<file path="config.mk">
export PLATFORM = sky130hd
export DESIGN_NAME = rect_plotter_flat
export DESIGN_NICKNAME = d
export VERILOG_FILES = /design/src/rtl/rect_pkg.sv /design/src/rtl/rect_plotter_if.sv /design/src/rtl/rect_plotter_raster_counter.sv /design/src/rtl/rect_plotter.sv /design/src/flat_wrapper.sv
export SDC_FILE = /design/constraint.sdc
export NUM_CORES = 1
export LEC_CHECK = 0
export CAP_MARGIN = 20
export CORE_UTILIZATION = 35
export CTS_CLUSTER_DIAMETER = 80
export DETAILED_ROUTE_END_ITERATION = 10
export GPL_ROUTABILITY_DRIVEN = 1
export GPL_TIMING_DRIVEN = 0
export HOLD_SLACK_MARGIN = 0.1
export PLACE_DENSITY = 0.56
export SETUP_SLACK_MARGIN = 0.15
export SYNTH_ARGS = -nofsm -noshare
export SYNTH_HDL_FRONTEND = slang
export SYNTH_HIERARCHICAL = 1
export SYNTH_SLANG_ARGS = --single-unit
</file>
<file path="constraint.sdc">
create_clock -name clock -period 5 [get_ports clock]
set_input_delay 0.75 -clock clock [delete_from_list [all_inputs] [get_ports clock]]
set_output_delay 0.75 -clock clock [all_outputs]
set_load 0.02 [all_outputs]
</file>
<file path="src/rtl/rect_pkg.sv">
// Shared widths, FSM state type, normalised-rectangle record and small
// unsigned min/max helpers for the rectangle plotter.
// Optional feature macro used by this block: RECT_OUTLINE_EN.
package rect_pkg;

    localparam int XW = 8;
    localparam int YW = 7;
    localparam int CW = 3;

    typedef enum logic [1:0] {
        IDLE  = 2'd0,
        SETUP = 2'd1,
        DRAW  = 2'd2,
        DONE  = 2'd3
    } state_t;

    // Normalised, clipped rectangle plus its fill colour.
    typedef struct packed {
        logic [XW-1:0] xl;
        logic [XW-1:0] xr;
        logic [YW-1:0] yt;
        logic [YW-1:0] yb;
        logic [CW-1:0] colour;
    } rect_t;

    function automatic logic [8:0] umin9(input logic [8:0] a, input logic [8:0] b);
        return (a < b) ? a : b;
    endfunction

    function automatic logic [8:0] umax9(input logic [8:0] a, input logic [8:0] b);
        return (a > b) ? a : b;
    endfunction

endpackage

</file>
<file path="src/rtl/rect_plotter_if.sv">
// Request / plot-port bundle between the control logic, the plotter and
// the VGA adapter. The outline request bit exists only when
// RECT_OUTLINE_EN is defined.
interface rect_plotter_if;
    import rect_pkg::*;

    logic          start;
    logic [XW-1:0] x0;
    logic [XW-1:0] x1;
    logic [YW-1:0] y0;
    logic [YW-1:0] y1;
    logic [CW-1:0] colour_in;
`ifdef RECT_OUTLINE_EN
    logic          outline;
`endif
    logic          ready;
    logic          done;
    logic [XW-1:0] vga_x;
    logic [YW-1:0] vga_y;
    logic [CW-1:0] vga_colour;
    logic          vga_plot;

    modport master (
`ifdef RECT_OUTLINE_EN
        output outline,
`endif
        output start, x0, x1, y0, y1, colour_in,
        input  ready, done, vga_x, vga_y, vga_colour, vga_plot
    );

    modport slave (
`ifdef RECT_OUTLINE_EN
        input  outline,
`endif
        input  start, x0, x1, y0, y1, colour_in,
        output ready, done, vga_x, vga_y, vga_colour, vga_plot
    );

endinterface

</file>
<file path="src/rtl/rect_plotter_raster_counter.sv">
// Row-major scan counter for the rectangle plotter. cx/cy are the pixel
// currently on the plot port; step advances to the next one. With
// skip_interior set, interior rows visit only the left and right columns.
module raster_counter
    import rect_pkg::*;
(
    input  logic          clock,
    input  logic          reset,
    input  logic          load,
    input  logic          step,
    input  logic [XW-1:0] xl,
    input  logic [XW-1:0] xr,
    input  logic [YW-1:0] yt,
    input  logic [YW-1:0] yb,
    input  logic          skip_interior,
    output logic [XW-1:0] cx,
    output logic [YW-1:0] cy,
    output logic          last,
    output logic          wrap
);

    logic [XW-1:0] cx_q, cx_d;
    logic [YW-1:0] cy_q, cy_d;
    logic          interior_s;

    // Next scan position: load to the top-left corner or advance one pixel.
    always_comb begin
        cx_d       = cx_q;
        cy_d       = cy_q;
        interior_s = (cy_q > yt) && (cy_q < yb);
        if (load) begin
            cx_d = xl;
            cy_d = yt;
        end else if (step) begin
            if (cx_q == xr) begin
                cx_d = xl;
                cy_d = cy_q + YW'(1);
            end else if (skip_interior && interior_s && (cx_q == xl)) begin
                cx_d = xr;
            end else begin
                cx_d = cx_q + XW'(1);
            end
        end else begin
            cx_d = cx_q;
            cy_d = cy_q;
        end
    end

    // Scan position registers; these double as the registered vga_x/vga_y.
    always_ff @(posedge clock or posedge reset) begin
        if (reset) begin
            cx_q <= '0;
            cy_q <= '0;
        end else begin
            cx_q <= cx_d;
            cy_q <= cy_d;
        end
    end

    assign cx   = cx_q;
    assign cy   = cy_q;
    assign wrap = (cx_q == xr);
    assign last = (cx_q == xr) && (cy_q == yb);

endmodule

</file>
<file path="src/rtl/rect_plotter.sv">
// Rectangle rasteriser: accepts one rectangle per start handshake,
// normalises and clips it to the screen, then streams one plot command per
// clock in row-major order. RECT_OUTLINE_EN adds perimeter-only drawing.
module rect_plotter
    import rect_pkg::*;
#(
    parameter int SCREEN_W = 160,
    parameter int SCREEN_H = 120
) (
    input  logic           clock,
    input  logic           reset,
    rect_plotter_if.slave  bus
);

    // 9-bit bounds so a 256-wide / 128-high screen does not wrap.
    localparam logic [8:0] XMAX9 = 9'(SCREEN_W - 1);
    localparam logic [8:0] YMAX9 = 9'(SCREEN_H - 1);

    state_t        state_q, state_d;
    logic [XW-1:0] x0_q, x0_d, x1_q, x1_d;
    logic [YW-1:0] y0_q, y0_d, y1_q, y1_d;
    logic [CW-1:0] colour_q, colour_d;
    logic          outline_q, outline_d;
    rect_t         bounds_q, bounds_d;
    logic          plot_q, plot_d;
    logic          done_q, done_d;
    logic          ready_q, ready_d;

    logic [8:0]    xl9_s, xr9_s, yt9_s, yb9_s;
    logic          empty_s;
    rect_t         norm_s;
    rect_t         cnt_bounds_s;
    logic          load_s, step_s;
    logic          last_s, wrap_s, final_pixel_s;
    logic [XW-1:0] cx_s;
    logic [YW-1:0] cy_s;

    // Order the latched corners and clip the far edges to the screen.
    always_comb begin
        xl9_s  = umin9({1'b0, x0_q}, {1'b0, x1_q});
        xr9_s  = umin9(umax9({1'b0, x0_q}, {1'b0, x1_q}), XMAX9);
        yt9_s  = umin9({2'b00, y0_q}, {2'b00, y1_q});
        yb9_s  = umin9(umax9({2'b00, y0_q}, {2'b00, y1_q}), YMAX9);
        empty_s = (xl9_s > XMAX9) || (yt9_s > YMAX9);
        norm_s.xl     = XW'(xl9_s);
        norm_s.xr     = XW'(xr9_s);
        norm_s.yt     = YW'(yt9_s);
        norm_s.yb     = YW'(yb9_s);
        norm_s.colour = colour_q;
    end

    // The counter loads straight from the normaliser during SETUP.
    always_comb begin
        if (state_q == SETUP) begin
            cnt_bounds_s = norm_s;
        end else begin
            cnt_bounds_s = bounds_q;
        end
    end

    // The final pixel always sits at a row wrap.
    assign final_pixel_s = wrap_s && last_s;

    // FSM next state, request latching and plot/done/ready generation.
    always_comb begin
        state_d   = state_q;
        x0_d      = x0_q;
        x1_d      = x1_q;
        y0_d      = y0_q;
        y1_d      = y1_q;
        colour_d  = colour_q;
        outline_d = outline_q;
        bounds_d  = bounds_q;
        plot_d    = 1'b0;
        done_d    = 1'b0;
        load_s    = 1'b0;
        step_s    = 1'b0;
        case (state_q)
            IDLE: begin
                if (bus.start) begin
                    x0_d     = bus.x0;
                    x1_d     = bus.x1;
                    y0_d     = bus.y0;
                    y1_d     = bus.y1;
                    colour_d = bus.colour_in;
`ifdef RECT_OUTLINE_EN
                    outline_d = bus.outline;
`else
                    outline_d = 1'b0;
`endif
                    state_d  = SETUP;
                end else begin
                    state_d = IDLE;
                end
            end
            SETUP: begin
                if (empty_s) begin
                    done_d  = 1'b1;
                    state_d = DONE;
                end else begin
                    bounds_d = norm_s;
                    load_s   = 1'b1;
                    plot_d   = 1'b1;
                    state_d  = DRAW;
                end
            end
            DRAW: begin
                if (final_pixel_s) begin
                    done_d  = 1'b1;
                    state_d = DONE;
                end else begin
                    step_s  = 1'b1;
                    plot_d  = 1'b1;
                    state_d = DRAW;
                end
            end
            DONE: begin
                state_d = IDLE;
            end
            default: begin
                state_d = IDLE;
            end
        endcase
        ready_d = (state_d == IDLE);
    end

    // State, latched request and registered handshake outputs.
    always_ff @(posedge clock or posedge reset) begin
        if (reset) begin
            state_q   <= IDLE;
            x0_q      <= '0;
            x1_q      <= '0;
            y0_q      <= '0;
            y1_q      <= '0;
            colour_q  <= '0;
            outline_q <= 1'b0;
            bounds_q  <= '0;
            plot_q    <= 1'b0;
            done_q    <= 1'b0;
            ready_q   <= 1'b1;
        end else begin
            state_q   <= state_d;
            x0_q      <= x0_d;
            x1_q      <= x1_d;
            y0_q      <= y0_d;
            y1_q      <= y1_d;
            colour_q  <= colour_d;
            outline_q <= outline_d;
            bounds_q  <= bounds_d;
            plot_q    <= plot_d;
            done_q    <= done_d;
            ready_q   <= ready_d;
        end
    end

    raster_counter u_counter (
        .clock         (clock),
        .reset         (reset),
        .load          (load_s),
        .step          (step_s),
        .xl            (cnt_bounds_s.xl),
        .xr            (cnt_bounds_s.xr),
        .yt            (cnt_bounds_s.yt),
        .yb            (cnt_bounds_s.yb),
        .skip_interior (outline_q),
        .cx            (cx_s),
        .cy            (cy_s),
        .last          (last_s),
        .wrap          (wrap_s)
    );

    assign bus.ready      = ready_q;
    assign bus.done       = done_q;
    assign bus.vga_plot   = plot_q;
    assign bus.vga_x      = cx_s;
    assign bus.vga_y      = cy_s;
    assign bus.vga_colour = bounds_q.colour;

endmodule

</file>
<file path="src/flat_wrapper.sv">
// flat-port wrapper written by rule: the top's interface ports become plain ports
module rect_plotter_flat import rect_pkg::*;
#(
    parameter int SCREEN_W = 160,
    parameter int SCREEN_H = 120
)
  (clock, reset, bus_start, bus_x0, bus_x1, bus_y0, bus_y1, bus_colour_in, bus_ready, bus_done, bus_vga_x, bus_vga_y, bus_vga_colour, bus_vga_plot);
  rect_plotter_if bus_i ();
  input  logic clock;
  input  logic reset;
  input wire logic [$bits(bus_i.start)-1:0] bus_start;
  input wire logic [$bits(bus_i.x0)-1:0] bus_x0;
  input wire logic [$bits(bus_i.x1)-1:0] bus_x1;
  input wire logic [$bits(bus_i.y0)-1:0] bus_y0;
  input wire logic [$bits(bus_i.y1)-1:0] bus_y1;
  input wire logic [$bits(bus_i.colour_in)-1:0] bus_colour_in;
  output wire logic [$bits(bus_i.ready)-1:0] bus_ready;
  output wire logic [$bits(bus_i.done)-1:0] bus_done;
  output wire logic [$bits(bus_i.vga_x)-1:0] bus_vga_x;
  output wire logic [$bits(bus_i.vga_y)-1:0] bus_vga_y;
  output wire logic [$bits(bus_i.vga_colour)-1:0] bus_vga_colour;
  output wire logic [$bits(bus_i.vga_plot)-1:0] bus_vga_plot;
  assign bus_i.start = bus_start;
  assign bus_i.x0 = bus_x0;
  assign bus_i.x1 = bus_x1;
  assign bus_i.y0 = bus_y0;
  assign bus_i.y1 = bus_y1;
  assign bus_i.colour_in = bus_colour_in;
  assign bus_ready = bus_i.ready;
  assign bus_done = bus_i.done;
  assign bus_vga_x = bus_i.vga_x;
  assign bus_vga_y = bus_i.vga_y;
  assign bus_vga_colour = bus_i.vga_colour;
  assign bus_vga_plot = bus_i.vga_plot;
  rect_plotter #(.SCREEN_W(SCREEN_W), .SCREEN_H(SCREEN_H)) u_core (.clock(clock), .reset(reset), .bus(bus_i));
endmodule
</file>
# Word-level counts from Yosys, hierarchy flattened
# Cells that the tools add are included.
# W data, S select, Z words.
# classes
n_lt_le_gt_ge,8
eq_ne,5
muxes,25
n_shift,0
bitwise,1
reduce_logical,10
div,0
mul,0
addsub,2
# op_table
operator,n
$mux W8,6
$mux W7,6
$mux W33,1
$gt A9 B7 Y1 const B,1
$gt A9 B8 Y1 const B,1
$lt A9 B7 Y1 const B,1
$lt A9 B8 Y1 const B,1
$mux W1,9
$add A8 B1 Y8 const B,1
$eq A8 B8 Y1,1
$gt A8 B8 Y1,1
$lt A8 B8 Y1,1
$pmux W2 S4,1
$add A7 B1 Y7 const B,1
$eq A7 B7 Y1,1
$gt A7 B7 Y1,1
$lt A7 B7 Y1,1
$reduce_and A2 Y1,3
$eq A2 B2 Y1 const B,2
$logic_not A2 Y1,2
$pmux W1 S2,2
$reduce_bool A2 Y1,2
$eq A2 B1 Y1 const B,1
$logic_and A1 B1 Y1,2
2 further kinds,2
# word_totals
mem_bits_rw,0
word_cells,67
inputBits,36
latchBits,0
n_memories,0
mem_bits_ro,0
regBits,86

# Depth between registers and ports, before layout
# logic_depth
word_depth,12
ltp_mapped,19
mapped_depth_nobuf,17

# By module
# Netlist, hierarchy kept.
# modules_own_cells
module,instances,cells_each,area_each_um2,seq_area_each_um2
rect_plotter,1,356,4005.1,1778.0
raster_counter,1,167,1435.1,375.4

# Least setup slack after synthesis
# OpenSTA, ideal clock, no wires.
# synth_path
path_kind,register to register
startpoint,register u_core.x0_q[1]
endpoint,"register u_core.u_counter.cx_q[6], in the netlist u_core/u_counter/cx[6]"
t_arrival_ns,3.925
setup_ns,0.130
path_stages_with_launch,19
n_path_buf,2
path_slack_ns,0.945
path_cell_list,dfrtp_1 > ha_1 > nor2b_1 > o211ai_1 > a21oi_1 > o22ai_2 > mux2i_1 > mux2_2 > xor2_1 > nor4_1 > nand2_1 > nor3_1 > a21boi_0 > and3_1 > buf_1 > or2_2 > buf_2 > a22oi_1 > o31ai_2
# synth_lines
item,line_no,text
"start, declared",rect_plotter.sv:20,"logic [XW-1:0] x0_q, x0_d, x1_q, x1_d;"
"start signal, assigned",rect_plotter.sv:131,x0_q <= '0;
"start signal, assigned",rect_plotter.sv:143,x0_q <= x0_d;
"end signal, assigned",rect_plotter_raster_counter.sv:52,cx_q <= '0;
"end signal, assigned",rect_plotter_raster_counter.sv:55,cx_q <= cx_d;
"end, declared",rect_plotter_raster_counter.sv:22,"logic [XW-1:0] cx_q, cx_d;"

==> metrics.log <==
[metrics] run status: finished, final reports clean
[metrics] maxcap violations: 0
[metrics] Worst Reg2Reg Path Length in Cells: 19
[metrics] slowest stage cell on the critical path: sky130_fd_sc_hd__dfrtp_1
[metrics] total power of the final layout: 5.00 mW
[metrics] signed area change from the synthesized netlist to the final layout: 21.0%
[metrics] IR drop worst, VDD: 294 uV
[metrics] post-route antenna net violation count: 0
[metrics] vias in the first global route: 4255
[metrics] CTS Hold Bufs: 0
[metrics] Die Y: ~130 um
[metrics] die area: between 15000 and 20000 um2
[metrics] clock tree from TritonCTS: yes
[metrics] drt via density: 5.13
[metrics] max-slew violations: 0
[metrics] Synth Net Count: a little under 600
[metrics] Critical Path End Type: register
[metrics] final worst hold slack: slightly below 0.5 ns
[metrics] boundary pin count: 57
[metrics] Remaining Overflow, GRT: 0
[metrics] fraction of the mapped netlist area in simple logic gates: a little under a tenth
[metrics] RSZ-0062 raised after global routing: no
[metrics] maximum single-stage delay on the critical path: 0.44 ns
[metrics] part of the cycle the worst path needs: around 91%
[metrics] crit path capture: u_core/u_counter/cx[6]
[metrics] category of the most critical setup path: register to register
[metrics] initial standard-cell utilization of the core: 35.8%
[metrics] GPL Wtd Cong: 0.832
[metrics] nets: between 600 and 700
[metrics] required time at the worst-slack endpoint: 5.22 ns
[metrics] core area: 15200 um2
[metrics] Final setup viols: 0
[metrics] maximum fanout along the worst path: 10
[metrics] number of DRC markers in iteration 0: 222
[metrics] startpoint of the worst-slack reg-to-reg timing path: u_core/x1_q[7]
[metrics] synthesized flop and latch total: 86
[metrics] Total Routing Usage GR: 17.1%
[metrics] Fill cells: 1455
[metrics] share of the synthesized area in compound gates (AO/OA/AOI/OAI): 9.27%
[metrics] sequence of cells on the critical path: inv_1, ha_1, nand4_1, a21oi_4, o22ai_4, buf_12, mux2i_1, mux2_2, xor2_1, nor4_2, nand2_1, nor3_1, a21boi_0, and3_1, buf_1, or2_2, buf_2, a22oi_1, o31ai_2
[metrics] number of buffer cells added on primary ports: 56
[metrics] post-synthesis cell type count: 50
[metrics] Horiz. Die Dim: 127 um
[metrics] register-to-register path setup slack: 0.45 ns
[metrics] Yosys top cell by area: sky130_fd_sc_hd__dfrtp_1
[metrics] FP Rows: 45
[metrics] half-perimeter wire length after detailed placement: 9720 um
[metrics] latest clock arrival within the worst-skew pair: 0.35 ns
[metrics] CTS Buffer Depth: 2
[metrics] buffer type at the clock tree root: sky130_fd_sc_hd__clkbuf_16
[metrics] arrival time worst endpoint: 4.77 ns
[metrics] antenna violations before repair: 0
[metrics] leakage power figure: 2.96 nW
[metrics] number of buffers added by the clock tree synthesis step: 9
[metrics] gate count of the mapped netlist: roughly 520
[metrics] crit path buf inv count: 4
[metrics] Top delay family on crit path: simple AND/OR/NAND/NOR gates
[metrics] min cycle time layout: 4.55 ns
[metrics] share of cell area taken by muxes after synthesis: between 20% and 30%
[metrics] pin count of the biggest net entering global routing: 72
[metrics] Most used DFF post-synth: sky130_fd_sc_hd__dfrtp_1
[metrics] top cell type's share of synthesized area: 39.1%
[metrics] post-synthesis instance area: 5440 um2
[metrics] worst-margin pin slew: 0.890 ns
[metrics] Min-Delay Path Class: register to register
[metrics] Worst Setup SP: u_core/x1_q[7]
[metrics] worst r2r dst: u_core/u_counter/cx[6]
[metrics] final core occ: 43.3%
[metrics] number of H-tree branching levels: 3
[metrics] average routed wire per standard cell: ~16 um
[metrics] Detailed Routing Iterations Pass 1: 4
[metrics] count of antenna diodes in the layout: 0
[metrics] Post-Synth XOR/XNOR Area: 4.51%
[metrics] Hold Violations, Final: 0
[metrics] count of synthesis-stage warnings from yosys: 6
[metrics] DRC violations left: 0
[metrics] number of synthesized flops with an enable pin: 0
[metrics] final worst clock skew: 0.00922 ns
[metrics] final std cells w/o fill: 785
[metrics] headroom to the max-slew limit: about two fifths
[metrics] achievable frequency: 220 MHz
[metrics] proportion of register bits with asynchronous set or reset after synthesis: 100%
[metrics] Adder-Cell Fraction of Synth Area: 8.05%
[metrics] cells taking the most area after synthesis: sky130_fd_sc_hd__dfrtp_1, sky130_fd_sc_hd__mux2_2, sky130_fd_sc_hd__ha_1
[metrics] largest family of logic cells by synthesized area: multiplexers
[metrics] layout cells sized above 1: 17.4%
[metrics] Seq/Total Area, Yosys: just under 40%
[metrics] Critical Path Source Type: register
[metrics] CTS sink cnt: 86
[metrics] register clock-pin slew on the reported worst setup and hold paths: ~0.070 ns
[metrics] total routed wirelength: 12700 um
[metrics] total negative slack for setup checks: 0 ns
[metrics] total power per unit cell area: 760 nW/um2
[metrics] global-route wire length before repair: ~21000 um
[metrics] number of cells on the critical path: 19
[metrics] Via Count: 4025
[metrics] Mapped Avg Cell Area: 10.4 um2
[metrics] Inst Count DP: around 770
==> how the worst min path moves through the flow <==
| stage | startpoint | end | slack, ns | depth (start not counted) |
|---|---|---|---|---|
| 2_1_floorplan | u_core/bounds_q[10] | u_core/bounds_q[10] | 0.45 | 1 |
| 3_3_place_gp | u_core/bounds_q[6] | u_core/bounds_q[6] | 0.46 | 1 |
| 3_5_place_dp | u_core/bounds_q[6] | u_core/bounds_q[6] | 0.48 | 1 |
| 4_1_cts | u_core/bounds_q[12] | u_core/bounds_q[12] | 0.49 | 1 |
| 5_1_grt | u_core/bounds_q[12] | u_core/bounds_q[12] | 0.51 | 1 |
| 6_report | u_core/bounds_q[12] | u_core/bounds_q[12] | 0.49 | 1 |
==> registers in the layout, indices dropped and copies added, names as in the netlist, 7 cells and up <==
register / flops
u_core/bounds_q: 30
u_core/u_counter/cx: 8
u_core/x0_q: 8
u_core/x1_q: 8
u_core/u_counter/cy: 7
u_core/y0_q: 7
u_core/y1_q: 7
==> layout by cell type (no fill, tap or decap), drive strengths merged, types with 11 or more instances in the layout <==
master,count
a21oi,29
dfrtp,85
xor2,21
mux2i,42
nand2,24
inv,53
ha,35
buf,18
o21ai,24
clkdlybuf4s50,56
nand4,11
nor2,33
clkbuf,16
mux2,76
==> cell usage after synthesis (2+ instances only) <==
cell,number
sky130_fd_sc_hd__o21a_1,2
sky130_fd_sc_hd__o21ai_1,3
sky130_fd_sc_hd__ha_1,35
sky130_fd_sc_hd__nor4_1,3
sky130_fd_sc_hd__nand2b_1,4
sky130_fd_sc_hd__nor3_1,4
sky130_fd_sc_hd__nand3b_1,3
sky130_fd_sc_hd__a22oi_1,8
sky130_fd_sc_hd__nor2b_1,2
sky130_fd_sc_hd__xor2_1,21
sky130_fd_sc_hd__buf_6,4
sky130_fd_sc_hd__nand3_1,9
sky130_fd_sc_hd__nand4_1,11
sky130_fd_sc_hd__clkbuf_1,7
sky130_fd_sc_hd__nand2_1,24
sky130_fd_sc_hd__and3_1,3
sky130_fd_sc_hd__or2_2,2
sky130_fd_sc_hd__buf_4,4
sky130_fd_sc_hd__dfrtp_1,85
sky130_fd_sc_hd__o22a_1,2
sky130_fd_sc_hd__inv_1,50
sky130_fd_sc_hd__a211oi_1,2
sky130_fd_sc_hd__o21ai_0,21
sky130_fd_sc_hd__buf_1,4
sky130_fd_sc_hd__mux2i_1,42
sky130_fd_sc_hd__mux2_1,16
sky130_fd_sc_hd__buf_2,4
sky130_fd_sc_hd__xnor2_1,7
sky130_fd_sc_hd__nor2_1,32
sky130_fd_sc_hd__o22ai_1,2
sky130_fd_sc_hd__a21oi_1,29
sky130_fd_sc_hd__mux2_2,60
==> where the power goes <==
part | internal [mW] | switching, mW | total, mW
registers | 1.04 | 0.333 | 1.38
clock network | 0.343 | 0.302 | 0.645
logic | 1.39 | 1.59 | 2.98
total | 2.78 | 2.23 | 5.00
==> area by class of cell <==
type | instances | area, um2 | area share [%]
sequential | 86 | 2150 | 32.7
clock buffer | 9 | 225 | 3.42
tap | 188 | 235 | 3.57
multi-input combinational | 364 | 2990 | 45.5
clock inverter | 7 | 57.6 | 0.875
timing repair buffer | 58 | 588 | 8.94
inverter | 50 | 190 | 2.89
buffer | 23 | 138 | 2.09
==> repair_timing <==
item	CTS	global route
endpoints found under the setup margin	0	9
gates resized for setup	0	7
buffers inserted	0	2
hold endpoints to repair	0	0
==> logic make-up after synthesis <==
kind of cell    after synthesis
compound gates               80
mux                         118
flops                        86
simple gates                102
buf+inv                      73
other cells                   1
xor+xnor                     28
fa+ha+maj                    35
==> metrics by stage <==
step	area [um2]	setup slack (ns)
finish	6580	0.451
global route	6580	0.173
CTS	6520	0.265
detailed placement	6240	0.314
global placement	6240	0.358
floorplan	5440	0.945
==> routing by layer <==
layer | routed length (um) | GRT usage (%) | vias to the layer above
met5 | 0 | 0 | -
li1 | - | - | 1971
met4 | 173 | 5.74 | 0
met2 | 6660 | 31.3 | 53
met3 | 366 | 3.33 | 14
met1 | 5540 | 19.9 | 1987
==> worst register-to-register path, stage by stage (launching register included) <==
cell and delay [ns]:
sky130_fd_sc_hd__dfrtp_1 0.44, sky130_fd_sc_hd__inv_1 0.13, sky130_fd_sc_hd__ha_1 0.33, sky130_fd_sc_hd__nand4_1 0.26, sky130_fd_sc_hd__a21oi_4 0.26, sky130_fd_sc_hd__o22ai_4 0.10, sky130_fd_sc_hd__buf_12 0.16, sky130_fd_sc_hd__mux2i_1 0.15
sky130_fd_sc_hd__mux2_2 0.31, sky130_fd_sc_hd__xor2_1 0.16, sky130_fd_sc_hd__nor4_2 0.34, sky130_fd_sc_hd__nand2_1 0.15, sky130_fd_sc_hd__nor3_1 0.25, sky130_fd_sc_hd__a21boi_0 0.22, sky130_fd_sc_hd__and3_1 0.20, sky130_fd_sc_hd__buf_1 0.18
sky130_fd_sc_hd__or2_2 0.30, sky130_fd_sc_hd__buf_2 0.18, sky130_fd_sc_hd__a22oi_1 0.19, sky130_fd_sc_hd__o31ai_2 0.10
Note: power is estimated with default switching activity, not from simulation.
